<file path="src/rtl/mc_ctrl_if.sv">
// mc_ctrl_if: control bundle between the multi-cycle MIPS control unit and its datapath
interface mc_ctrl_if #(
  parameter int ALUOP_W = 4,
  parameter int CNT_W   = 32
);
  logic [5:0]         Op;
  logic [5:0]         Func;
  logic               Zero;
  logic               mem_ready;
  logic               PCWr;
  logic               IRWr;
  logic [1:0]         PCSrc;
  logic               MemRead;
  logic               MemWrite;
  logic               IorD;
  logic [1:0]         MemtoReg;
  logic [ALUOP_W-1:0] ALUOp;
  logic               ALUSrcA;
  logic [1:0]         ALUSrcB;
  logic               RegWrite;
  logic [1:0]         RegDst;
  logic               illegal;
  logic [CNT_W-1:0]   instr_cnt;
  logic [2:0]         state;
  modport master (
    input  Op, Func, Zero, mem_ready,
    output PCWr, IRWr, PCSrc, MemRead, MemWrite, IorD, MemtoReg, ALUOp,
           ALUSrcA, ALUSrcB, RegWrite, RegDst, illegal, instr_cnt, state
  );
  modport slave (
    output Op, Func, Zero, mem_ready,
    input  PCWr, IRWr, PCSrc, MemRead, MemWrite, IorD, MemtoReg, ALUOp,
           ALUSrcA, ALUSrcB, RegWrite, RegDst, illegal, instr_cnt, state
  );
endinterface

</file>
<file path="src/rtl/mc_ctrl.sv">
// mc_ctrl: multi-cycle MIPS control FSM with memory ready handshake and retired-instruction counter
module mc_ctrl #(
  parameter int ALUOP_W = 4,
  parameter int MEM_HS  = 1,
  parameter int CNT_W   = 32
) (
  input logic        clk,
  input logic        rst_n,
  mc_ctrl_if.master  bus
);
  typedef enum logic [2:0] {FETCH = 3'd0, DECODE = 3'd1, EXEC = 3'd2, MEM = 3'd3, WB = 3'd4} state_t;
  state_t             st, nxt;
  logic [CNT_W-1:0]   cnt;
  logic               rdy, retire;
  logic               pcwr, irwr, memread, memwrite, iord, alusrca, regwrite, illegal;
  logic [1:0]         pcsrc, memtoreg, alusrcb, regdst;
  logic [ALUOP_W-1:0] aluop;
  logic               rtype, i_addu, i_subu, i_jr, i_ori, i_lui, i_lw, i_sw, i_beq, i_j, i_jal, legal;
  assign rdy    = bus.mem_ready | (MEM_HS == 0);
  assign rtype  = bus.Op == 6'h00;
  assign i_addu = rtype && bus.Func == 6'h21;
  assign i_subu = rtype && bus.Func == 6'h23;
  assign i_jr   = rtype && bus.Func == 6'h08;
  assign i_ori  = bus.Op == 6'h0d;
  assign i_lui  = bus.Op == 6'h0f;
  assign i_lw   = bus.Op == 6'h23;
  assign i_sw   = bus.Op == 6'h2b;
  assign i_beq  = bus.Op == 6'h04;
  assign i_j    = bus.Op == 6'h02;
  assign i_jal  = bus.Op == 6'h03;
  assign legal  = i_addu | i_subu | i_jr | i_ori | i_lui | i_lw | i_sw | i_beq | i_j | i_jal;
  // Per-state control decode, next-state selection and retirement detection
  always_comb begin
    pcwr     = 1'b0;
    irwr     = 1'b0;
    pcsrc    = 2'd0;
    memread  = 1'b0;
    memwrite = 1'b0;
    iord     = 1'b0;
    memtoreg = 2'd0;
    aluop    = '0;
    alusrca  = 1'b0;
    alusrcb  = 2'd0;
    regwrite = 1'b0;
    regdst   = 2'd0;
    illegal  = 1'b0;
    retire   = 1'b0;
    nxt      = FETCH;
    case (st)
      FETCH: begin
        memread = 1'b1;
        alusrcb = 2'd3;
        aluop   = ALUOP_W'(2);
        pcwr    = rdy;
        irwr    = rdy;
        nxt     = rdy ? DECODE : FETCH;
      end
      DECODE: begin
        illegal = ~legal;
        pcwr    = i_j;
        pcsrc   = i_j ? 2'd2 : 2'd0;
        retire  = i_j;
        nxt     = (legal && !i_j) ? EXEC : FETCH;
      end
      EXEC: begin
        alusrca  = ~(i_jal | i_jr);
        alusrcb  = (i_ori | i_lui) ? 2'd1 : (i_lw | i_sw) ? 2'd2 : 2'd0;
        aluop    = i_ori ? ALUOP_W'(1) : i_lui ? ALUOP_W'(4) : (i_subu | i_beq) ? ALUOP_W'(3) :
                   (i_addu | i_lw | i_sw) ? ALUOP_W'(2) : ALUOP_W'(0);
        pcsrc    = i_beq ? 2'd1 : i_jal ? 2'd2 : i_jr ? 2'd3 : 2'd0;
        pcwr     = i_beq ? bus.Zero : (i_jal | i_jr);
        regwrite = i_jal;
        regdst   = i_jal ? 2'd2 : 2'd0;
        memtoreg = i_jal ? 2'd2 : 2'd0;
        retire   = i_beq | i_jal | i_jr;
        nxt      = (i_lw | i_sw) ? MEM : (i_beq | i_jal | i_jr) ? FETCH : WB;
      end
      MEM: begin
        iord     = 1'b1;
        memread  = i_lw;
        memwrite = i_sw & rdy;
        retire   = i_sw & rdy;
        nxt      = !rdy ? MEM : i_lw ? WB : FETCH;
      end
      WB: begin
        regwrite = 1'b1;
        regdst   = (i_addu | i_subu) ? 2'd1 : 2'd0;
        memtoreg = i_lw ? 2'd1 : 2'd0;
        retire   = 1'b1;
      end
      default: nxt = FETCH;
    endcase
  end
  // State register and retired-instruction counter; reset abandons any instruction in flight
  always_ff @(posedge clk or negedge rst_n)
    if (!rst_n) begin
      st  <= FETCH;
      cnt <= '0;
    end else begin
      st  <= nxt;
      if (retire) cnt <= cnt + CNT_W'(1);
    end
  assign bus.PCWr      = pcwr & rst_n;
  assign bus.IRWr      = irwr & rst_n;
  assign bus.MemWrite  = memwrite & rst_n;
  assign bus.RegWrite  = regwrite & rst_n;
  assign bus.PCSrc     = pcsrc;
  assign bus.MemRead   = memread;
  assign bus.IorD      = iord;
  assign bus.MemtoReg  = memtoreg;
  assign bus.ALUOp     = aluop;
  assign bus.ALUSrcA   = alusrca;
  assign bus.ALUSrcB   = alusrcb;
  assign bus.RegDst    = regdst;
  assign bus.illegal   = illegal;
  assign bus.instr_cnt = cnt;
  assign bus.state     = st;
endmodule

</file>
<file path="src/flat_wrapper.sv">
// flat-port wrapper written by rule: the top's interface ports become plain ports
module mc_ctrl_flat 
#(
  parameter int ALUOP_W = 4,
  parameter int MEM_HS  = 1,
  parameter int CNT_W   = 32
)
  (clk, rst_n, bus_Op, bus_Func, bus_Zero, bus_mem_ready, bus_PCWr, bus_IRWr, bus_PCSrc, bus_MemRead, bus_MemWrite, bus_IorD, bus_MemtoReg, bus_ALUOp, bus_ALUSrcA, bus_ALUSrcB, bus_RegWrite, bus_RegDst, bus_illegal, bus_instr_cnt, bus_state);
  mc_ctrl_if #(.ALUOP_W(ALUOP_W), .CNT_W(CNT_W)) bus_i ();
  input logic clk;
  input logic rst_n;
  input wire logic [$bits(bus_i.Op)-1:0] bus_Op;
  input wire logic [$bits(bus_i.Func)-1:0] bus_Func;
  input wire logic [$bits(bus_i.Zero)-1:0] bus_Zero;
  input wire logic [$bits(bus_i.mem_ready)-1:0] bus_mem_ready;
  output wire logic [$bits(bus_i.PCWr)-1:0] bus_PCWr;
  output wire logic [$bits(bus_i.IRWr)-1:0] bus_IRWr;
  output wire logic [$bits(bus_i.PCSrc)-1:0] bus_PCSrc;
  output wire logic [$bits(bus_i.MemRead)-1:0] bus_MemRead;
  output wire logic [$bits(bus_i.MemWrite)-1:0] bus_MemWrite;
  output wire logic [$bits(bus_i.IorD)-1:0] bus_IorD;
  output wire logic [$bits(bus_i.MemtoReg)-1:0] bus_MemtoReg;
  output wire logic [$bits(bus_i.ALUOp)-1:0] bus_ALUOp;
  output wire logic [$bits(bus_i.ALUSrcA)-1:0] bus_ALUSrcA;
  output wire logic [$bits(bus_i.ALUSrcB)-1:0] bus_ALUSrcB;
  output wire logic [$bits(bus_i.RegWrite)-1:0] bus_RegWrite;
  output wire logic [$bits(bus_i.RegDst)-1:0] bus_RegDst;
  output wire logic [$bits(bus_i.illegal)-1:0] bus_illegal;
  output wire logic [$bits(bus_i.instr_cnt)-1:0] bus_instr_cnt;
  output wire logic [$bits(bus_i.state)-1:0] bus_state;
  assign bus_i.Op = bus_Op;
  assign bus_i.Func = bus_Func;
  assign bus_i.Zero = bus_Zero;
  assign bus_i.mem_ready = bus_mem_ready;
  assign bus_PCWr = bus_i.PCWr;
  assign bus_IRWr = bus_i.IRWr;
  assign bus_PCSrc = bus_i.PCSrc;
  assign bus_MemRead = bus_i.MemRead;
  assign bus_MemWrite = bus_i.MemWrite;
  assign bus_IorD = bus_i.IorD;
  assign bus_MemtoReg = bus_i.MemtoReg;
  assign bus_ALUOp = bus_i.ALUOp;
  assign bus_ALUSrcA = bus_i.ALUSrcA;
  assign bus_ALUSrcB = bus_i.ALUSrcB;
  assign bus_RegWrite = bus_i.RegWrite;
  assign bus_RegDst = bus_i.RegDst;
  assign bus_illegal = bus_i.illegal;
  assign bus_instr_cnt = bus_i.instr_cnt;
  assign bus_state = bus_i.state;
  mc_ctrl #(.ALUOP_W(ALUOP_W), .MEM_HS(MEM_HS), .CNT_W(CNT_W)) u_core (.clk(clk), .rst_n(rst_n), .bus(bus_i));
endmodule
</file>
<file path="config.mk">
export PLATFORM = sky130hd
export DESIGN_NAME = mc_ctrl_flat
export DESIGN_NICKNAME = d
export VERILOG_FILES = /design/src/rtl/mc_ctrl_if.sv /design/src/rtl/mc_ctrl.sv /design/src/flat_wrapper.sv
export SDC_FILE = /design/constraint.sdc
export NUM_CORES = 1
export LEC_CHECK = 0
export ABC_AREA = 1
export CORE_ASPECT_RATIO = 0.9
export CORE_UTILIZATION = 54
export DETAILED_ROUTE_END_ITERATION = 8
export PLACE_DENSITY = 0.93
export SYNTH_ARGS = -nofsm -noshare
export SYNTH_HDL_FRONTEND = slang
export SYNTH_SLANG_ARGS = --single-unit
</file>
<file path="constraint.sdc">
create_clock -name clk -period 4.75 [get_ports clk]
set_clock_uncertainty 0.1 [all_clocks]
set_input_delay 0.475 -clock clk [delete_from_list [all_inputs] [get_ports clk]]
set_output_delay 0.475 -clock clk [all_outputs]
set_load 0.01 [all_outputs]
</file>
==> results of run 1 <==
registers in the layout, summed over array words and instances (netlist names):
signal	cells
u_core.bus.instr_cnt	32
u_core.bus.state	3
cell usage after synthesis, types with 4 or more instances:
| master | number |
|---|---|
| sky130_fd_sc_hd__nand2_1 | 185 |
| sky130_fd_sc_hd__nor2_1 | 71 |
| sky130_fd_sc_hd__nand4_1 | 36 |
| sky130_fd_sc_hd__dfrtp_1 | 35 |
| sky130_fd_sc_hd__inv_1 | 29 |
| sky130_fd_sc_hd__nand3_1 | 17 |
| sky130_fd_sc_hd__nand3b_1 | 12 |
| sky130_fd_sc_hd__xor2_1 | 12 |
| sky130_fd_sc_hd__buf_2 | 10 |
| sky130_fd_sc_hd__a21oi_1 | 5 |
| sky130_fd_sc_hd__nor2_4 | 4 |
metal layers:
metal | vias up | track usage [%]
met3 | 21 | 5.10
met5 | - | 0
li1 | 1539 | -
met1 | 1503 | 45.7
met2 | 185 | 52.1
met4 | 0 | 10.3
final cells by class:
cell class	instances	area [µm²]	area share, %
clock buffer	5	68.8	1.92
clock inverter	3	43.8	1.22
inverter	32	120	3.36
multi-input combinational	363	1690	47.3
sequential	35	876	24.5
tap	65	81.3	2.27
timing repair buffer	70	693	19.4
kinds of logic (layout without fill, tap and decap cells):
group / count (synthesis) / after routing
xor+xnor: 15 / 15
compound gates: 9 / 9
fa+ha+maj: 1 / 1
flops: 35 / 35
buf+inv: 47 / 110
other cells: 1 / 1
simple gates: 337 / 337
through the flow:
step,std cells,setup WS (ns),area [µm²],hold WS [ns]
2_1_floorplan,445,2.77,2790,0.0794
3_3_place_gp,565,1.53,3460,0.436
3_5_place_dp,565,1.44,3460,0.443
4_1_cts,573,1.45,3580,0.133
5_1_grt,573,1.25,3580,0.169
6_report,573,1.40,3580,0.117
worst max-delay path, stage by stage:
cell,delay [ns]
sky130_fd_sc_hd__clkdlybuf4s50_1,0.52
sky130_fd_sc_hd__nor2_4,0.17
sky130_fd_sc_hd__nand3_1,0.12
sky130_fd_sc_hd__nor2_1,0.17
sky130_fd_sc_hd__nand2_2,0.42
sky130_fd_sc_hd__nand3_1,0.24
sky130_fd_sc_hd__nand2_1,0.06
sky130_fd_sc_hd__inv_1,0.07
sky130_fd_sc_hd__clkdlybuf4s50_1,0.52
power breakdown:
group / internal [mW] / switching, mW / total (mW)
logic: 0.0622 / 0.0714 / 0.134
registers: 0.308 / 0.0182 / 0.327
clock network: 0.156 / 0.116 / 0.272
total: 0.527 / 0.205 / 0.732
path summary, 6_finish.rpt:
path	from	slack, ns	to	cells after the start
max in group asynchronous	rst_n	4.11	u_core.bus.instr_cnt[14]	2
hold / removal	rst_n	0.12	u_core.bus.instr_cnt[6]	2
setup / recovery	bus_Op[3]	1.40	bus_PCWr	9
min in group clk	u_core.bus.instr_cnt[1]	0.50	u_core.bus.instr_cnt[1]	2
setup reg to reg	u_core.bus.state[1]	2.53	u_core.bus.instr_cnt[13]	5
hold reg to reg	u_core.bus.instr_cnt[1]	0.50	u_core.bus.instr_cnt[1]	2
==> flow_results.xml, run 1 <==
<?xml version="1.0" encoding="UTF-8"?>
<metrics>
  <group name="timing">
    <metric name="timing.final.setup_violations" unit="">0</metric>
    <metric name="timing.slew.headroom" unit="%">54.6</metric>
    <metric name="worst_slew_pin_slew" unit="ns">0.679</metric>
    <metric name="max_freq" unit="MHz">299</metric>
    <metric name="total_negative_setup_slack" unit="ns">0</metric>
    <metric name="finalCriticalPeriod" unit="ns">3.35</metric>
    <metric name="final_min_period_over_clock_period" unit="%">70.5</metric>
    <metric name="final-max-slew-violation-count" unit="">0</metric>
    <metric name="rsz_0062_raised_after_global_routing" unit="">false</metric>
    <metric name="hold_viol" unit="">0</metric>
  </group>
  <group name="logic_synthesis">
    <metric name="yosys.area.top_type_share" unit="%">31.4</metric>
    <metric name="count_of_flip_flops_with_a_built_in_enable_after_synthesis" unit="">0</metric>
    <metric name="yosysWarnings" unit="">0</metric>
    <metric name="yosys_register_bits" unit="">35</metric>
    <metric name="synth_top_family_by_area" unit="">simple AND/OR/NAND/NOR gates</metric>
    <metric name="yosysTopAreaCell" unit="">sky130_fd_sc_hd__dfrtp_1</metric>
    <metric name="yosys_most_used_dff" unit="">sky130_fd_sc_hd__dfrtp_1</metric>
    <metric name="compound_gate_fraction_of_synth_area" unit="%">1.80</metric>
    <metric name="synth_fa_ha_area_share" unit="%">0.449</metric>
    <metric name="syn_area" unit="mm²">0.00279</metric>
    <metric name="post_synth_main_area_contributors" unit="">sky130_fd_sc_hd__dfrtp_1, sky130_fd_sc_hd__nand2_1, sky130_fd_sc_hd__nor2_1</metric>
    <metric name="simple_logic_cell_fraction_of_the_synthesized_area" unit="%">53.6</metric>
    <metric name="synth-async-reset-ratio" unit="%">100</metric>
    <metric name="synthMuxAreaShare" unit="%">0</metric>
    <metric name="synthXorXnorAreaFrac" unit="%">4.71</metric>
    <metric name="share_of_the_yosys_chip_area_belonging_to_registers" unit="%">31.4</metric>
    <metric name="netlist_instances" unit="">445</metric>
    <metric name="synth.distinct_cells" unit="">27</metric>
    <metric name="post_synth.cell_area_avg" unit="µm²">6.26</metric>
    <metric name="mappedNetlistNets" unit="">462</metric>
  </group>
  <group name="power">
    <metric name="total_power" unit="mW">0.732</metric>
    <metric name="power_per_cell_area" unit="mW/mm²">205</metric>
    <metric name="vdd_drop_max" unit="mV">0.119</metric>
    <metric name="leakage" unit="nW">1.64</metric>
  </group>
  <group name="setup_path">
    <metric name="arrival" unit="ns">2.77</metric>
    <metric name="timing.critical_path.required" unit="ns">4.18</metric>
    <metric name="timing.setup.critical_path_class" unit="">in2out</metric>
    <metric name="worstSetupStartpointType" unit="">primary input</metric>
    <metric name="critPathCaptureType" unit="">primary output</metric>
    <metric name="critical_path_peak_fanout" unit="">35</metric>
  </group>
  <group name="drt">
    <metric name="detail_route.wirelength" unit="µm">8330</metric>
    <metric name="routed.top_layer" unit="">met4</metric>
    <metric name="detail_route.iter0.violations" unit="">330</metric>
    <metric name="avgViaCountPerCell" unit="">5.67</metric>
    <metric name="route.vias.total" unit="">3248</metric>
    <metric name="antenna_left" unit="">0</metric>
    <metric name="detailroute.wirelength.met2" unit="µm">3880</metric>
    <metric name="total_length_of_routed_met3_wires" unit="µm">724</metric>
    <metric name="post-route-drc-count" unit="">0</metric>
    <metric name="wirelength_met1" unit="µm">3590</metric>
    <metric name="drt-pass1-iter-count" unit="">5</metric>
    <metric name="post_detailed_route_wirelength_per_cell" unit="µm">14.5</metric>
  </group>
  <group name="clock_tree">
    <metric name="cts_post_setup_buffers_inserted" unit="">0</metric>
    <metric name="clockRootBuffer" unit="">sky130_fd_sc_hd__clkbuf_8</metric>
    <metric name="clk_transition_reported_paths" unit="ns">0.07</metric>
    <metric name="clock_latency" unit="ns">0.29</metric>
    <metric name="cts.repair.resized" unit="">0</metric>
    <metric name="cts_buffers" unit="">5</metric>
    <metric name="cts_tree" unit="">yes</metric>
    <metric name="clock_tree.htree_level_count" unit="">2</metric>
    <metric name="number_of_sinks_driven_by_the_clock_tree" unit="">35</metric>
    <metric name="clock_tree.buffer_depth" unit="">2</metric>
    <metric name="cts_hold_repair.buffers" unit="">0</metric>
  </group>
  <group name="die">
    <metric name="floorplan.initialDensity" unit="%">57.0</metric>
    <metric name="placement_rows" unit="">24</metric>
    <metric name="floorplan.io_pins" unit="">71</metric>
    <metric name="die_h" unit="µm">70.2</metric>
    <metric name="coreArea" unit="mm²">0.00489</metric>
    <metric name="die_w" unit="µm">77.7</metric>
    <metric name="dieArea" unit="mm²">0.00545</metric>
  </group>
  <group name="grt">
    <metric name="first_global_vias" unit="">3019</metric>
    <metric name="largest_net_degree_at_the_start_of_global_routing" unit="">38</metric>
    <metric name="first_pass_grt_wire_length" unit="µm">14100</metric>
    <metric name="antenna_found_initial" unit="">0</metric>
    <metric name="grt_overflow_total" unit="">0</metric>
    <metric name="grt.total_usage" unit="%">32.8</metric>
  </group>
  <group name="layout">
    <metric name="finalCoreUtilization" unit="%">73.1</metric>
    <metric name="mostFrequentLayoutCell" unit="">sky130_fd_sc_hd__nand2_1</metric>
    <metric name="layout.nets" unit="">524</metric>
    <metric name="filler_cell_count" unit="">413</metric>
    <metric name="area_growth" unit="%">28.3</metric>
    <metric name="layout_common_cells" unit="">sky130_fd_sc_hd__nand2_1, sky130_fd_sc_hd__nor2_1, sky130_fd_sc_hd__clkdlybuf4s50_1, sky130_fd_sc_hd__nand4_1, sky130_fd_sc_hd__dfrtp_1</metric>
    <metric name="drive_above_1_share" unit="%">4.92</metric>
    <metric name="diodes" unit="">0</metric>
  </group>
  <group name="placed_design">
    <metric name="place.detailed.hpwl" unit="µm">6180</metric>
    <metric name="finalWeightedCongestion" unit="">1.02</metric>
    <metric name="port_buffers" unit="">69</metric>
  </group>
  <group name="flow_run">
    <metric name="drv_cap" unit="">0</metric>
  </group>
  <group name="min_path">
    <metric name="min-delay-path-class" unit="">in2async</metric>
  </group>
  <group name="status">
    <metric name="status" unit="">complete, no violations</metric>
  </group>
</metrics>
No activity file was read; power rests on OpenSTA's default activity.
==> run 2: changes to the inputs <==
--- a/config.mk
+++ b/config.mk
@@ -7,9 +7,9 @@
 export LEC_CHECK = 0
 export ABC_AREA = 1
 export CORE_ASPECT_RATIO = 0.9
-export CORE_UTILIZATION = 54
+export CORE_UTILIZATION = 50
 export DETAILED_ROUTE_END_ITERATION = 8
-export PLACE_DENSITY = 0.93
+export PLACE_DENSITY = 0.87
 export SYNTH_ARGS = -nofsm -noshare
 export SYNTH_HDL_FRONTEND = slang
 export SYNTH_SLANG_ARGS = --single-unit
==> constraint.sdc (replaced) <==
create_clock -name clk -period 3.34 [get_ports clk]
set_clock_uncertainty 0.1 [all_clocks]
set_input_delay 0.334 -clock clk [delete_from_list [all_inputs] [get_ports clk]]
set_output_delay 0.334 -clock clk [all_outputs]
set_load 0.01 [all_outputs]
==> flow_results.xml, run 2 (synthesis gave the netlist of run 1 again) <==
<?xml version="1.0" encoding="UTF-8"?>
<metrics>
  <group name="status">
    <metric name="status" unit="">complete, no violations</metric>
  </group>
  <group name="clock_tree">
    <metric name="number_of_sinks_driven_by_the_clock_tree" unit="">35</metric>
    <metric name="cts_buffers" unit="">5</metric>
    <metric name="clockRootBuffer" unit="">sky130_fd_sc_hd__clkbuf_8</metric>
    <metric name="clock_tree.buffer_depth" unit="">2</metric>
    <metric name="clock_tree.htree_level_count" unit="">2</metric>
    <metric name="cts.repair.resized" unit="">0</metric>
    <metric name="cts_post_setup_buffers_inserted" unit="">0</metric>
    <metric name="cts_tree" unit="">yes</metric>
    <metric name="clock_latency" unit="ns">0.30</metric>
    <metric name="cts_hold_repair.buffers" unit="">1</metric>
    <metric name="clk_transition_reported_paths" unit="ns">0.07</metric>
  </group>
  <group name="timing">
    <metric name="total_negative_setup_slack" unit="ns">0</metric>
    <metric name="rsz_0062_raised_after_global_routing" unit="">false</metric>
    <metric name="max_freq" unit="MHz">369</metric>
    <metric name="finalCriticalPeriod" unit="ns">2.71</metric>
    <metric name="worst_slew_pin_slew" unit="ns">0.532</metric>
    <metric name="timing.slew.headroom" unit="%">64.6</metric>
    <metric name="timing.final.ws_setup" unit="ns">0.631</metric>
    <metric name="final-max-slew-violation-count" unit="">0</metric>
    <metric name="hold_viol" unit="">0</metric>
    <metric name="final_min_period_over_clock_period" unit="%">81.1</metric>
    <metric name="timing.final.setup_violations" unit="">0</metric>
    <metric name="worst_hold_slack" unit="ns">0.442</metric>
  </group>
  <group name="grt">
    <metric name="grt_overflow_total" unit="">0</metric>
    <metric name="grt.total_usage" unit="%">31.1</metric>
    <metric name="antenna_found_initial" unit="">0</metric>
    <metric name="largest_net_degree_at_the_start_of_global_routing" unit="">34</metric>
    <metric name="first_global_vias" unit="">2815</metric>
    <metric name="first_pass_grt_wire_length" unit="µm">13900</metric>
  </group>
  <group name="drt">
    <metric name="avgViaCountPerCell" unit="">5.53</metric>
    <metric name="detail_route.wirelength" unit="µm">8650</metric>
    <metric name="route.vias.total" unit="">3196</metric>
    <metric name="post_detailed_route_wirelength_per_cell" unit="µm">15.0</metric>
    <metric name="post-route-drc-count" unit="">0</metric>
    <metric name="drt-pass1-iter-count" unit="">5</metric>
    <metric name="detail_route.iter0.violations" unit="">261</metric>
    <metric name="antenna_left" unit="">0</metric>
  </group>
  <group name="die">
    <metric name="floorplan.initialDensity" unit="%">52.4</metric>
    <metric name="dieArea" unit="mm²">0.00588</metric>
    <metric name="coreArea" unit="mm²">0.00532</metric>
    <metric name="die_w" unit="µm">80.7</metric>
    <metric name="placement_rows" unit="">25</metric>
    <metric name="die_h" unit="µm">72.8</metric>
    <metric name="floorplan.io_pins" unit="">71</metric>
  </group>
  <group name="power">
    <metric name="internal_power" unit="mW">0.675</metric>
    <metric name="leakage" unit="nW">1.64</metric>
    <metric name="power_frac_comb" unit="%">20.2</metric>
    <metric name="power_per_cell_area" unit="mW/mm²">270</metric>
    <metric name="total_power" unit="mW">0.965</metric>
    <metric name="sequential_power_share" unit="%">48.2</metric>
    <metric name="vdd_drop_max" unit="mV">0.206</metric>
    <metric name="clock_power_share" unit="%">31.6</metric>
    <metric name="power.switching" unit="mW">0.290</metric>
    <metric name="switching_share" unit="%">30.1</metric>
  </group>
  <group name="min_path">
    <metric name="min-delay-path-class" unit="">in2async</metric>
  </group>
  <group name="setup_path">
    <metric name="timing.critical_path.required" unit="ns">2.91</metric>
    <metric name="timing.setup.critical_path_class" unit="">in2out</metric>
    <metric name="critical_path_peak_fanout" unit="">4</metric>
    <metric name="arrival" unit="ns">2.28</metric>
    <metric name="worstSetupStartpointType" unit="">primary input</metric>
    <metric name="critPathCaptureType" unit="">primary output</metric>
  </group>
  <group name="layout">
    <metric name="mostFrequentLayoutCell" unit="">sky130_fd_sc_hd__nand2_1</metric>
    <metric name="filler_cell_count" unit="">519</metric>
    <metric name="drive_above_1_share" unit="%">4.89</metric>
    <metric name="finalCoreUtilization" unit="%">67.2</metric>
    <metric name="area_growth" unit="%">28.1</metric>
    <metric name="layout.nets" unit="">527</metric>
    <metric name="max_reg_flops" unit="">32</metric>
    <metric name="layout_common_cells" unit="">sky130_fd_sc_hd__nand2_1, sky130_fd_sc_hd__nor2_1, sky130_fd_sc_hd__clkdlybuf4s50_1, sky130_fd_sc_hd__nand4_1, sky130_fd_sc_hd__dfrtp_1</metric>
    <metric name="diodes" unit="">0</metric>
  </group>
  <group name="placed_design">
    <metric name="preCtsSetupSlack" unit="ns">0.670</metric>
    <metric name="finalWeightedCongestion" unit="">0.939</metric>
    <metric name="place.detailed.hpwl" unit="µm">6520</metric>
    <metric name="port_buffers" unit="">69</metric>
  </group>
  <group name="flow_run">
    <metric name="drv_cap" unit="">0</metric>
  </group>
</metrics>
-- run 2: power by group through the flow --
stage | clock network, mW | logic [mW] | registers (mW)
after floorplan | 0 | 0.0858 | 0.473
after global placement | 0 | 0.190 | 0.472
after detailed placement | 0 | 0.192 | 0.473
after CTS | 0.306 | 0.195 | 0.465
after global routing | 0.327 | 0.215 | 0.468
final | 0.305 | 0.194 | 0.466
-- run 2: area by class of cell --
class / count / area, µm² / share of cell area, %
multi-input cells: 363 / 1690 / 47.4
flip-flops and latches: 35 / 876 / 24.5
repair buffers: 73 / 718 / 20.1
inverters: 32 / 120 / 3.36
well taps: 67 / 83.8 / 2.35
clock buffers: 7 / 76.3 / 2.14
clock inverters: 1 / 5.00 / 0.140
-- run 2: final timing paths --
check                                    startpoint                  endpoint  slack (ns)  cells past startpoint
max in group asynchronous                     rst_n   u_core.bus.instr_cnt[3]        2.06                      3
min in group clk           u_core.bus.instr_cnt[31]  u_core.bus.instr_cnt[31]        0.49                      2
max                                       bus_Op[1]                  bus_PCWr        0.63                     12
max reg2reg                 u_core.bus.instr_cnt[0]  u_core.bus.instr_cnt[16]        1.23                      8
min reg2reg                u_core.bus.instr_cnt[31]  u_core.bus.instr_cnt[31]        0.49                      2
min                                           rst_n   u_core.bus.instr_cnt[4]        0.44                      2
-- run 2: worst max-delay path, stage by stage --
cell and delay (ns):
sky130_fd_sc_hd__clkdlybuf4s50_1 0.55, sky130_fd_sc_hd__nand2_1 0.11, sky130_fd_sc_hd__inv_2 0.08, sky130_fd_sc_hd__nand3_1 0.14, sky130_fd_sc_hd__nand2_1 0.12, sky130_fd_sc_hd__inv_2 0.04
sky130_fd_sc_hd__nand2_2 0.10, sky130_fd_sc_hd__nand3_1 0.08, sky130_fd_sc_hd__nand3_1 0.07, sky130_fd_sc_hd__nand2_1 0.06, sky130_fd_sc_hd__inv_1 0.07, sky130_fd_sc_hd__clkdlybuf4s50_1 0.52
-- run 2: metrics by stage --
stage | area [µm²] | std cells
after floorplan | 2790 | 445
after global placement | 3480 | 569
after detailed placement | 3480 | 569
after CTS | 3570 | 578
after global routing | 3570 | 578
final | 3570 | 578
-- run 2: per-layer routing --
metal | GRT usage [%] | vias to the layer above | share of wire (%)
li1 | - | 1554 | -
met1 | 45.1 | 1480 | 46
met2 | 47.3 | 140 | 45
met3 | 5.88 | 22 | 7.0
met4 | 8.33 | 0 | 1.8
met5 | 0 | - | 0
